--- src/rtl/xor_checksum_if.sv ---
// ---------------------------------------------------------------------------
// xor_checksum_if
// Handshake bundle between a word source, the xor_checksum engine and the
// result consumer.
//   in_data/in_valid/in_last/in_abort : word stream from the source
//   in_ready                          : engine can take a beat
//   out_sum/out_parity/out_count/out_sat/out_valid : frame result
//   out_ready                         : consumer takes the result
// Modports:
//   slave  - the checksum engine's view
//   master - the source/consumer side (testbench or surrounding logic)
// ---------------------------------------------------------------------------
interface xor_checksum_if #(
    parameter int WIDTH   = 16,
    parameter int COUNT_W = 8
);
    logic [WIDTH-1:0]   in_data;
    logic               in_valid;
    logic               in_last;
    logic               in_abort;
    logic               in_ready;
    logic [WIDTH-1:0]   out_sum;
    logic               out_parity;
    logic [COUNT_W-1:0] out_count;
    logic               out_sat;
    logic               out_valid;
    logic               out_ready;

    modport slave (
        input  in_data, in_valid, in_last, in_abort, out_ready,
        output in_ready, out_sum, out_parity, out_count, out_sat, out_valid
    );

    modport master (
        output in_data, in_valid, in_last, in_abort, out_ready,
        input  in_ready, out_sum, out_parity, out_count, out_sat, out_valid
    );
endinterface

--- src/rtl/xor_checksum.sv ---
// ---------------------------------------------------------------------------
// xor_checksum
// Streaming XOR checksum engine. Folds every accepted WIDTH-bit word of a
// frame into an accumulator seeded with INIT, and on the last beat presents
// the checksum, its parity and a saturating beat count until the consumer
// takes it.
// Ports:
//   clk   - system clock, rising edge
//   reset - synchronous active-high reset
//   bus   - xor_checksum_if.slave (input stream, result, handshakes)
// Parameters:
//   WIDTH   - word / checksum width
//   INIT    - accumulator seed at reset and at each frame start
//   COUNT_W - beat counter width
// ---------------------------------------------------------------------------
module xor_checksum #(
    parameter int               WIDTH   = 16,
    parameter logic [WIDTH-1:0] INIT    = '0,
    parameter int               COUNT_W = 8
) (
    input  logic           clk,
    input  logic           reset,
    xor_checksum_if.slave  bus
);

    typedef enum logic [0:0] {
        ST_ACCUM = 1'b0,
        ST_HOLD  = 1'b1
    } state_t;

    state_t             r_state,       w_state_next;
    logic [WIDTH-1:0]   r_acc,         w_acc_next;
    logic [COUNT_W-1:0] r_cnt,         w_cnt_next;
    logic               r_sat,         w_sat_next;
    logic [WIDTH-1:0]   r_out_sum,     w_out_sum_next;
    logic               r_out_parity,  w_out_parity_next;
    logic [COUNT_W-1:0] r_out_count,   w_out_count_next;
    logic               r_out_sat,     w_out_sat_next;
    logic               r_out_valid,   w_out_valid_next;

    logic [WIDTH-1:0]   w_fold;
    logic [WIDTH-1:0]   w_par_chain;
    logic               w_fold_parity;
    logic               w_cnt_at_max;
    logic [COUNT_W-1:0] w_cnt_inc;
    logic               w_in_ready;
    logic               w_beat;

    // Per-bit fold of the incoming word into the accumulator (no carries).
    for (genvar gi = 0; gi < WIDTH; gi++) begin : g_fold
        assign w_fold[gi] = r_acc[gi] ^ bus.in_data[gi];
    end

    // Running parity across the folded word; the top tap is the result parity.
    assign w_par_chain[0] = w_fold[0];
    for (genvar gi = 1; gi < WIDTH; gi++) begin : g_parity
        assign w_par_chain[gi] = w_par_chain[gi-1] ^ w_fold[gi];
    end
    assign w_fold_parity = w_par_chain[WIDTH-1];

    // Counter sticks at all-ones; a beat arriving there marks saturation.
    assign w_cnt_at_max = &r_cnt;
    assign w_cnt_inc    = w_cnt_at_max ? r_cnt : r_cnt + COUNT_W'(1);

    // Ready depends only on state and reset, never on the input stream.
    assign w_in_ready = (r_state == ST_ACCUM) && !reset;
    assign w_beat     = bus.in_valid && w_in_ready;

    always_comb begin
        w_state_next      = r_state;
        w_acc_next        = r_acc;
        w_cnt_next        = r_cnt;
        w_sat_next        = r_sat;
        w_out_sum_next    = r_out_sum;
        w_out_parity_next = r_out_parity;
        w_out_count_next  = r_out_count;
        w_out_sat_next    = r_out_sat;
        w_out_valid_next  = r_out_valid;

        case (r_state)
            ST_ACCUM: begin
                if (bus.in_abort) begin
                    // Abort wins over last and does not need in_valid.
                    w_acc_next = INIT;
                    w_cnt_next = '0;
                    w_sat_next = 1'b0;
                end else if (w_beat) begin
                    if (bus.in_last) begin
                        w_out_sum_next    = w_fold;
                        w_out_parity_next = w_fold_parity;
                        w_out_count_next  = w_cnt_inc;
                        w_out_sat_next    = r_sat | w_cnt_at_max;
                        w_out_valid_next  = 1'b1;
                        w_state_next      = ST_HOLD;
                        w_acc_next        = INIT;
                        w_cnt_next        = '0;
                        w_sat_next        = 1'b0;
                    end else begin
                        w_acc_next = w_fold;
                        w_cnt_next = w_cnt_inc;
                        w_sat_next = r_sat | w_cnt_at_max;
                    end
                end
            end
            ST_HOLD: begin
                if (bus.out_ready) begin
                    w_out_valid_next = 1'b0;
                    w_state_next     = ST_ACCUM;
                end
            end
            default: begin
                w_state_next = ST_ACCUM;
            end
        endcase
    end

    always_ff @(posedge clk) begin
        if (reset) begin
            r_state      <= ST_ACCUM;
            r_acc        <= INIT;
            r_cnt        <= '0;
            r_sat        <= 1'b0;
            r_out_sum    <= INIT;
            r_out_parity <= ^INIT;
            r_out_count  <= '0;
            r_out_sat    <= 1'b0;
            r_out_valid  <= 1'b0;
        end else begin
            r_state      <= w_state_next;
            r_acc        <= w_acc_next;
            r_cnt        <= w_cnt_next;
            r_sat        <= w_sat_next;
            r_out_sum    <= w_out_sum_next;
            r_out_parity <= w_out_parity_next;
            r_out_count  <= w_out_count_next;
            r_out_sat    <= w_out_sat_next;
            r_out_valid  <= w_out_valid_next;
        end
    end

    assign bus.in_ready   = w_in_ready;
    assign bus.out_sum    = r_out_sum;
    assign bus.out_parity = r_out_parity;
    assign bus.out_count  = r_out_count;
    assign bus.out_sat    = r_out_sat;
    assign bus.out_valid  = r_out_valid;

endmodule

--- src/flat_wrapper.sv ---
// flat-port wrapper written by rule: the top's interface ports become plain ports
module xor_checksum_flat 
#(
    parameter int               WIDTH   = 16,
    parameter logic [WIDTH-1:0] INIT    = '0,
    parameter int               COUNT_W = 8
)
  (clk, reset, bus_in_data, bus_in_valid, bus_in_last, bus_in_abort, bus_out_ready, bus_in_ready, bus_out_sum, bus_out_parity, bus_out_count, bus_out_sat, bus_out_valid);
  xor_checksum_if #(.WIDTH(WIDTH), .COUNT_W(COUNT_W)) bus_i ();
  input  logic clk;
  input  logic reset;
  input wire logic [$bits(bus_i.in_data)-1:0] bus_in_data;
  input wire logic [$bits(bus_i.in_valid)-1:0] bus_in_valid;
  input wire logic [$bits(bus_i.in_last)-1:0] bus_in_last;
  input wire logic [$bits(bus_i.in_abort)-1:0] bus_in_abort;
  input wire logic [$bits(bus_i.out_ready)-1:0] bus_out_ready;
  output wire logic [$bits(bus_i.in_ready)-1:0] bus_in_ready;
  output wire logic [$bits(bus_i.out_sum)-1:0] bus_out_sum;
  output wire logic [$bits(bus_i.out_parity)-1:0] bus_out_parity;
  output wire logic [$bits(bus_i.out_count)-1:0] bus_out_count;
  output wire logic [$bits(bus_i.out_sat)-1:0] bus_out_sat;
  output wire logic [$bits(bus_i.out_valid)-1:0] bus_out_valid;
  assign bus_i.in_data = bus_in_data;
  assign bus_i.in_valid = bus_in_valid;
  assign bus_i.in_last = bus_in_last;
  assign bus_i.in_abort = bus_in_abort;
  assign bus_i.out_ready = bus_out_ready;
  assign bus_in_ready = bus_i.in_ready;
  assign bus_out_sum = bus_i.out_sum;
  assign bus_out_parity = bus_i.out_parity;
  assign bus_out_count = bus_i.out_count;
  assign bus_out_sat = bus_i.out_sat;
  assign bus_out_valid = bus_i.out_valid;
  xor_checksum #(.WIDTH(WIDTH), .INIT(INIT), .COUNT_W(COUNT_W)) u_core (.clk(clk), .reset(reset), .bus(bus_i));
endmodule
--- config.mk ---
export PLATFORM = sky130hd
export DESIGN_NAME = xor_checksum_flat
export DESIGN_NICKNAME = d
export VERILOG_FILES = /design/src/rtl/xor_checksum_if.sv /design/src/rtl/xor_checksum.sv /design/src/flat_wrapper.sv
export SDC_FILE = /design/constraint.sdc
export NUM_CORES = 1
export LEC_CHECK = 0
export BUFFER_PORTS_ARGS = -buffer_cell sky130_fd_sc_hd__buf_2
export CORE_MARGIN = 5
export CORE_UTILIZATION = 59
export DETAILED_ROUTE_END_ITERATION = 12
export MAX_ROUTING_LAYER = met4
export PLACE_DENSITY_LB_ADDON = 0.05
export SKIP_LAST_GASP = 1
export SYNTH_ARGS = -nofsm -noshare
export SYNTH_HDL_FRONTEND = slang
export SYNTH_SLANG_ARGS = --single-unit
--- constraint.sdc ---
create_clock -name clk -period 4.6 [get_ports clk]
set_input_delay 0.23 -clock clk [delete_from_list [all_inputs] [get_ports clk]]
set_output_delay 0.23 -clock clk [all_outputs]
set_load 0.02 [all_outputs]
* Word level (Yosys, flattened, before mapping)
Index checks and enable logic that the tools add are counted.
** Cells by class
- Reductions and logical operators :: 8
- Muxes and demuxes :: 20
- $add $sub $neg :: 1
- Bitwise logic cells :: 34
- Equal/unequal tests :: 4
** Operators by type and width (count)
- $mux W16 :: 3
- $mux W8 :: 4
- $xor A1 B1 Y1 :: 31
- $mux W1 :: 11
- $add A8 B1 Y8 const B :: 1
- $reduce_and A4 Y1 :: 2
- $reduce_and A8 Y1 :: 1
- $ne A2 B2 Y1 const B :: 3
- $pmux W1 S2 :: 2
- $logic_and A1 B1 Y1 :: 2
- $ne A2 B1 Y1 const B :: 1
- $not A1 Y1 :: 2
- $reduce_and A2 Y1 :: 1
- $reduce_bool A2 Y1 :: 1
- $logic_not A1 Y1 :: 1
- $or A1 B1 Y1 :: 1
** Storage, ports and cells
- Input port bits :: 22
- Logic and storage cells :: 76
- Output and inout bits :: 28
- Register bits :: 53

* Logic depth before layout (Yosys ltp)
- Depth in word-level cells :: 16
- Depth in mapped cells :: 9
- Gate-level depth less buffers :: 7

* Least setup slack after synthesis
OpenSTA, ideal clock, no wires.
- Path kind :: register to register
- From :: register u_core.r_cnt[0]
- To :: register u_core.r_out_count[3] (netlist: u_core.bus.out_count[3])
- Stages on the path, launching flop included :: 9
- Data required time :: 4.519 ns
- Setup time :: 0.081 ns
- Data arrival time :: 1.789 ns
- Path slack :: 2.730 ns
- Clock period less this slack :: 1.870 ns
- Cell sequence :: dfxtp_1 > ha_1 > and3_1 > clkbuf_1 > and3_1 > clkbuf_1 > nor2_1 > xnor2_1 > a211oi_2
** Between the ends
- Word-level cells in the longest chain between the ends :: 2
- Elaborated cells on any way between the ends :: 3
** RTL lines
- start, declared :: RTL line xor_checksum.sv:33 : logic [COUNT_W-1:0] r_cnt, w_cnt_next;
- start signal, assigned :: RTL line xor_checksum.sv:131 : r_cnt <= w_cnt_next;
- $add A8 B1 Y8 / $reduce_and A8 Y1 (equally long branches) :: RTL line xor_checksum.sv:63, xor_checksum.sv:62
- $mux W8 * :: RTL line xor_checksum.sv:63 : assign w_cnt_inc = w_cnt_at_max ? r_cnt : r_cnt + COUNT_W'(1);
- end signal, assigned :: RTL line xor_checksum.sv:135 : r_out_count <= w_out_count_next;
- end, declared :: RTL line xor_checksum.sv:37 : logic [COUNT_W-1:0] r_out_count, w_out_count_next;
Every way passes the cells marked *; elsewhere a longest branch is shown, timed or not.
A chain may end at the register's enable or synchronous reset.

* Final worst setup path
- From :: register u_core.r_state
- To :: register u_core.r_out_sum[12] (netlist: u_core.bus.out_sum[12])
** Between the ends
- Word-level cells in the longest chain between the ends :: 4
** RTL lines
- start, declared :: RTL line xor_checksum.sv:31 : state_t r_state, w_state_next;
- start signal, assigned :: RTL line xor_checksum.sv:129 : r_state <= w_state_next;
- $not A1 Y1 (no source line) *
- $logic_and A1 B1 Y1 :: RTL line xor_checksum.sv:66 : assign w_in_ready = (r_state == ST_ACCUM) && !reset;
- $logic_and A1 B1 Y1 :: RTL line xor_checksum.sv:67 : assign w_beat = bus.in_valid && w_in_ready;
- $reduce_and A4 Y1 (no source line) *
- end signal, assigned :: RTL line xor_checksum.sv:133 : r_out_sum <= w_out_sum_next;
- end, declared :: RTL line xor_checksum.sv:35 : logic [WIDTH-1:0] r_out_sum, w_out_sum_next;
Marked as above.

==> Implementation_results.wiki <==
{| class="wikitable"
! Metric !! Value
|-
| Outcome || completed
|-
| Dpl cells || 392
|-
| Final weighted congestion in routability-driven placement || 0.767
|-
| Setup ws final || 2.34 ns
|-
| Nets || 372
|-
| Post-CTS setup buffer count || 0
|-
| Tightest hold margin || 0.121 ns
|-
| Most frequently used flop master after synthesis || sky130_fd_sc_hd__dfxtp_1
|-
| Number of fill cells in the layout || 353
|-
| Post-synthesis sequential area ratio || 0.418
|-
| Standard-cell rows || 23
|-
| Clock-pin slew reported for the worst setup and hold paths after clock tree synthesis || 0.09 ns
|-
| Starting Density || 0.621
|-
| Achievable frequency || 443 MHz
|-
| Number of global-route vias before repair || 1,899
|-
| Category of the most critical setup path || flop to flop
|-
| Final standard cell utilization of the core || 0.703
|-
| Multi-input gate area in the final layout || 0.00138 mm²
|-
| 1st-pass router iterations || 4
|-
| Post-Synthesis Net Count || 332
|-
| Die Span Y || 75.6 µm
|-
| Required time worst endpoint || 4.83 ns
|-
| Total negative setup slack || 0 ns
|-
| Via-to-Cell Ratio || 5.50
|-
| Count of flip-flops with a built-in enable after synthesis || 0
|-
| Final max-slew violation count || 0
|-
| Area taken by flip-flops and latches || 0.00106 mm²
|-
| Peak ir drop on the vdd network || 0.000164 V
|-
| Proportion of synthesized flip-flops having asynchronous set or reset || 0
|-
| Rel. slew slack || 0.310
|-
| Average size of a mapped cell || 8.22 µm²
|-
| Final cycle utilization of the critical path || 0.491
|-
| Max capacitance violation total || 0
|-
| Count of non-filler cells in the finished layout || 400
|-
| Unrepaired setup endpoints after global routing || false
|-
| Maximum number of pins on one net before global-route repair || 55
|-
| CTS root buffer || sky130_fd_sc_hd__clkbuf_8
|-
| Final wirelength || 5440 µm
|-
| Overall global routing resource usage || 0.208
|-
| Worst slack after detailed placement || 2.35 ns
|-
| Total inserted antenna cells || 0
|-
| Number of sinks handled by clock tree synthesis || 53
|-
| Worst hold path depth || 2
|-
| Synthesis Warnings || 0
|-
| Total vias in the final route || 2,199
|-
| Distinct cell type count of the synthesized netlist || 34
|-
| Synthesized instance count || 309
|-
| Minimum clock period after layout || 2.26 ns
|-
| Total power divided by cell area || 311 mW/mm²
|-
| Initial antenna violation count || 0
|-
| Total of endpoints with negative setup slack in the final report || 0
|-
| Floorplan core area || 0.00409 mm²
|-
| Leakage power || 1.12 nW
|-
| Type of element capturing the critical path || flop
|-
| Die width || 75.6 µm
|-
| Number of cells traversed by the worst register-to-register path || 5
|-
| Maximum number of buffers from clock root to sink || 2
|-
| Die footprint || 0.00571 mm²
|-
| Critical Path Start Type || flop
|-
| Overflow left after global routing || 0
|-
| Number of cells upsized or downsized after cts || 0
|-
| Number of buffers created by CTS || 5
|-
| Worst Skew || 0.00469 ns
|-
| Post-detailed-route count of antenna-violating nets || 0
|-
| Worst-skew pair later-pin latency || 0.31 ns
|-
| Number of hold-repair buffers added at the cts stage || 0
|-
| Number of buffers inserted by port buffering || 49
|-
| Wire length of the first global-routing pass || 8780 µm
|-
| Largest fanout on the critical path || 33
|-
| H-tree depth || 2
|-
| DRC violation count after routing || 0
|-
| Register bit count reported by yosys || 53
|-
| Type of the most critical hold path || primary input to flop
|-
| Drt first-iter violations || 158
|-
| Total half-perimeter wirelength after legalization and detailed placement || 3790 µm
|-
| Critical path data arrival time || 2.49 ns
|-
| Transition time at the pin with the least slew margin || 1.03 ns
|-
| Clock tree from TritonCTS || built
|-
| Layout cell share with drive strength beyond 1 || 0.231
|-
| Average wire per standard cell || 13.6 µm
|-
| Netlist area before placement || 0.00254 mm²
|-
| Fin. Hold Viols || 0
|-
| Area added between synthesis and finish || 13.1%
|-
| IO Count || 50
|}
worst max-delay path: stages, from the launching register on:
cell	delay (ns)
sky130_fd_sc_hd__dfxtp_1	0.37
sky130_fd_sc_hd__or3b_4	0.45
sky130_fd_sc_hd__nor3b_4	0.57
sky130_fd_sc_hd__buf_4	0.47
sky130_fd_sc_hd__nor2_1	0.11
sky130_fd_sc_hd__a211oi_2	0.21
flip-flops by register name, summed over array words and instances, names as in the netlist:
name,flops
u_core.bus.out_sat,1
u_core.r_acc,16
u_core.r_cnt,8
u_core.bus.out_parity,1
u_core.bus.out_sum,16
u_core.r_sat,1
u_core.r_state,1
u_core.bus.out_count,8
u_core.bus.out_valid,1
metal layers:
layer  track usage  up-vias  wire (µm)
li1              -     1121          -
met1         0.272     1011       2560
met2         0.324       60       2490
met3        0.0396        7        317
met4        0.0699        0         74
met5             -        -          0
per-stage QoR:
stage	cell area, µm²	power [mW]
floorplan	2540	0.585
global placement	2770	0.618
detailed placement	2770	0.620
CTS	2870	0.903
global route	2870	0.938
finish	2870	0.893
cells in the final DEF, fill, tap and decap left out, drive strengths merged, types with 2 or more instances in the layout:
cell type	n
xor2	2
nand3	4
buf	52
a22oi	3
a31oi	2
nor2	64
o21ai	19
xnor2	32
a211oi	18
a21oi	32
or2	3
clkbuf	7
o211ai	2
or3b	2
nor3	5
nand2	36
dfxtp	53
and3	4
layout make-up:
cell class	count	area share
clock buffer	7	0.0336
clock inverter	1	0.00174
inverter	1	0.00131
multi-input combinational	236	0.479
sequential	53	0.370
tap	50	0.0218
timing repair buffer	52	0.0932
cells in the mapped netlist, types with 3 or more instances:
| cell | count | share of area |
|---|---|---|
| sky130_fd_sc_hd__nand3_1 | 4 | 0.0079 |
| sky130_fd_sc_hd__a21oi_1 | 32 | 0.063 |
| sky130_fd_sc_hd__nor2_1 | 63 | 0.093 |
| sky130_fd_sc_hd__a211oi_1 | 4 | 0.012 |
| sky130_fd_sc_hd__clkbuf_1 | 9 | 0.013 |
| sky130_fd_sc_hd__o21ai_0 | 18 | 0.035 |
| sky130_fd_sc_hd__and3_1 | 4 | 0.0099 |
| sky130_fd_sc_hd__dfxtp_1 | 53 | 0.42 |
| sky130_fd_sc_hd__a22oi_1 | 3 | 0.0089 |
| sky130_fd_sc_hd__a211oi_2 | 14 | 0.069 |
| sky130_fd_sc_hd__buf_2 | 4 | 0.0079 |
| sky130_fd_sc_hd__nor3_1 | 5 | 0.0099 |
| sky130_fd_sc_hd__nand2_1 | 36 | 0.053 |
| sky130_fd_sc_hd__or2_2 | 3 | 0.0074 |
| sky130_fd_sc_hd__xnor2_1 | 32 | 0.11 |
final timing paths:
check                                                     startpoint                                    to  slack, ns
worst max-delay path                       u_core.r_state$_SDFF_PP0_   u_core.bus.out_sum[12]$_SDFFE_PP0P_       2.34
worst min-delay path                                   bus_out_ready     u_core.bus.out_valid$_SDFFE_PP0P_       0.12
worst max register to register             u_core.r_state$_SDFF_PP0_   u_core.bus.out_sum[12]$_SDFFE_PP0P_       2.34
worst min register to register  u_core.bus.out_count[4]$_SDFFE_PP0P_  u_core.bus.out_count[4]$_SDFFE_PP0P_       0.45
logic make-up (layout without fill, tap and decap cells):
family	after synthesis	count (layout)	synth area share
xor+xnor	34	34	0.117
simple gates	122	122	0.207
mux	1	1	0.00444
buf+inv	20	61	0.0404
compound gates	78	78	0.208
flops	53	53	0.418
fa+ha+maj	1	1	0.00493
power breakdown:
group	leakage (nW)	switching [mW]	internal, mW	total (mW)
logic	0.638	0.0799	0.0562	0.136
clock network	0.0542	0.148	0.136	0.284
registers	0.429	0.00582	0.468	0.474
total	1.12	0.233	0.660	0.893
No activity file was read; power rests on OpenSTA's default activity.
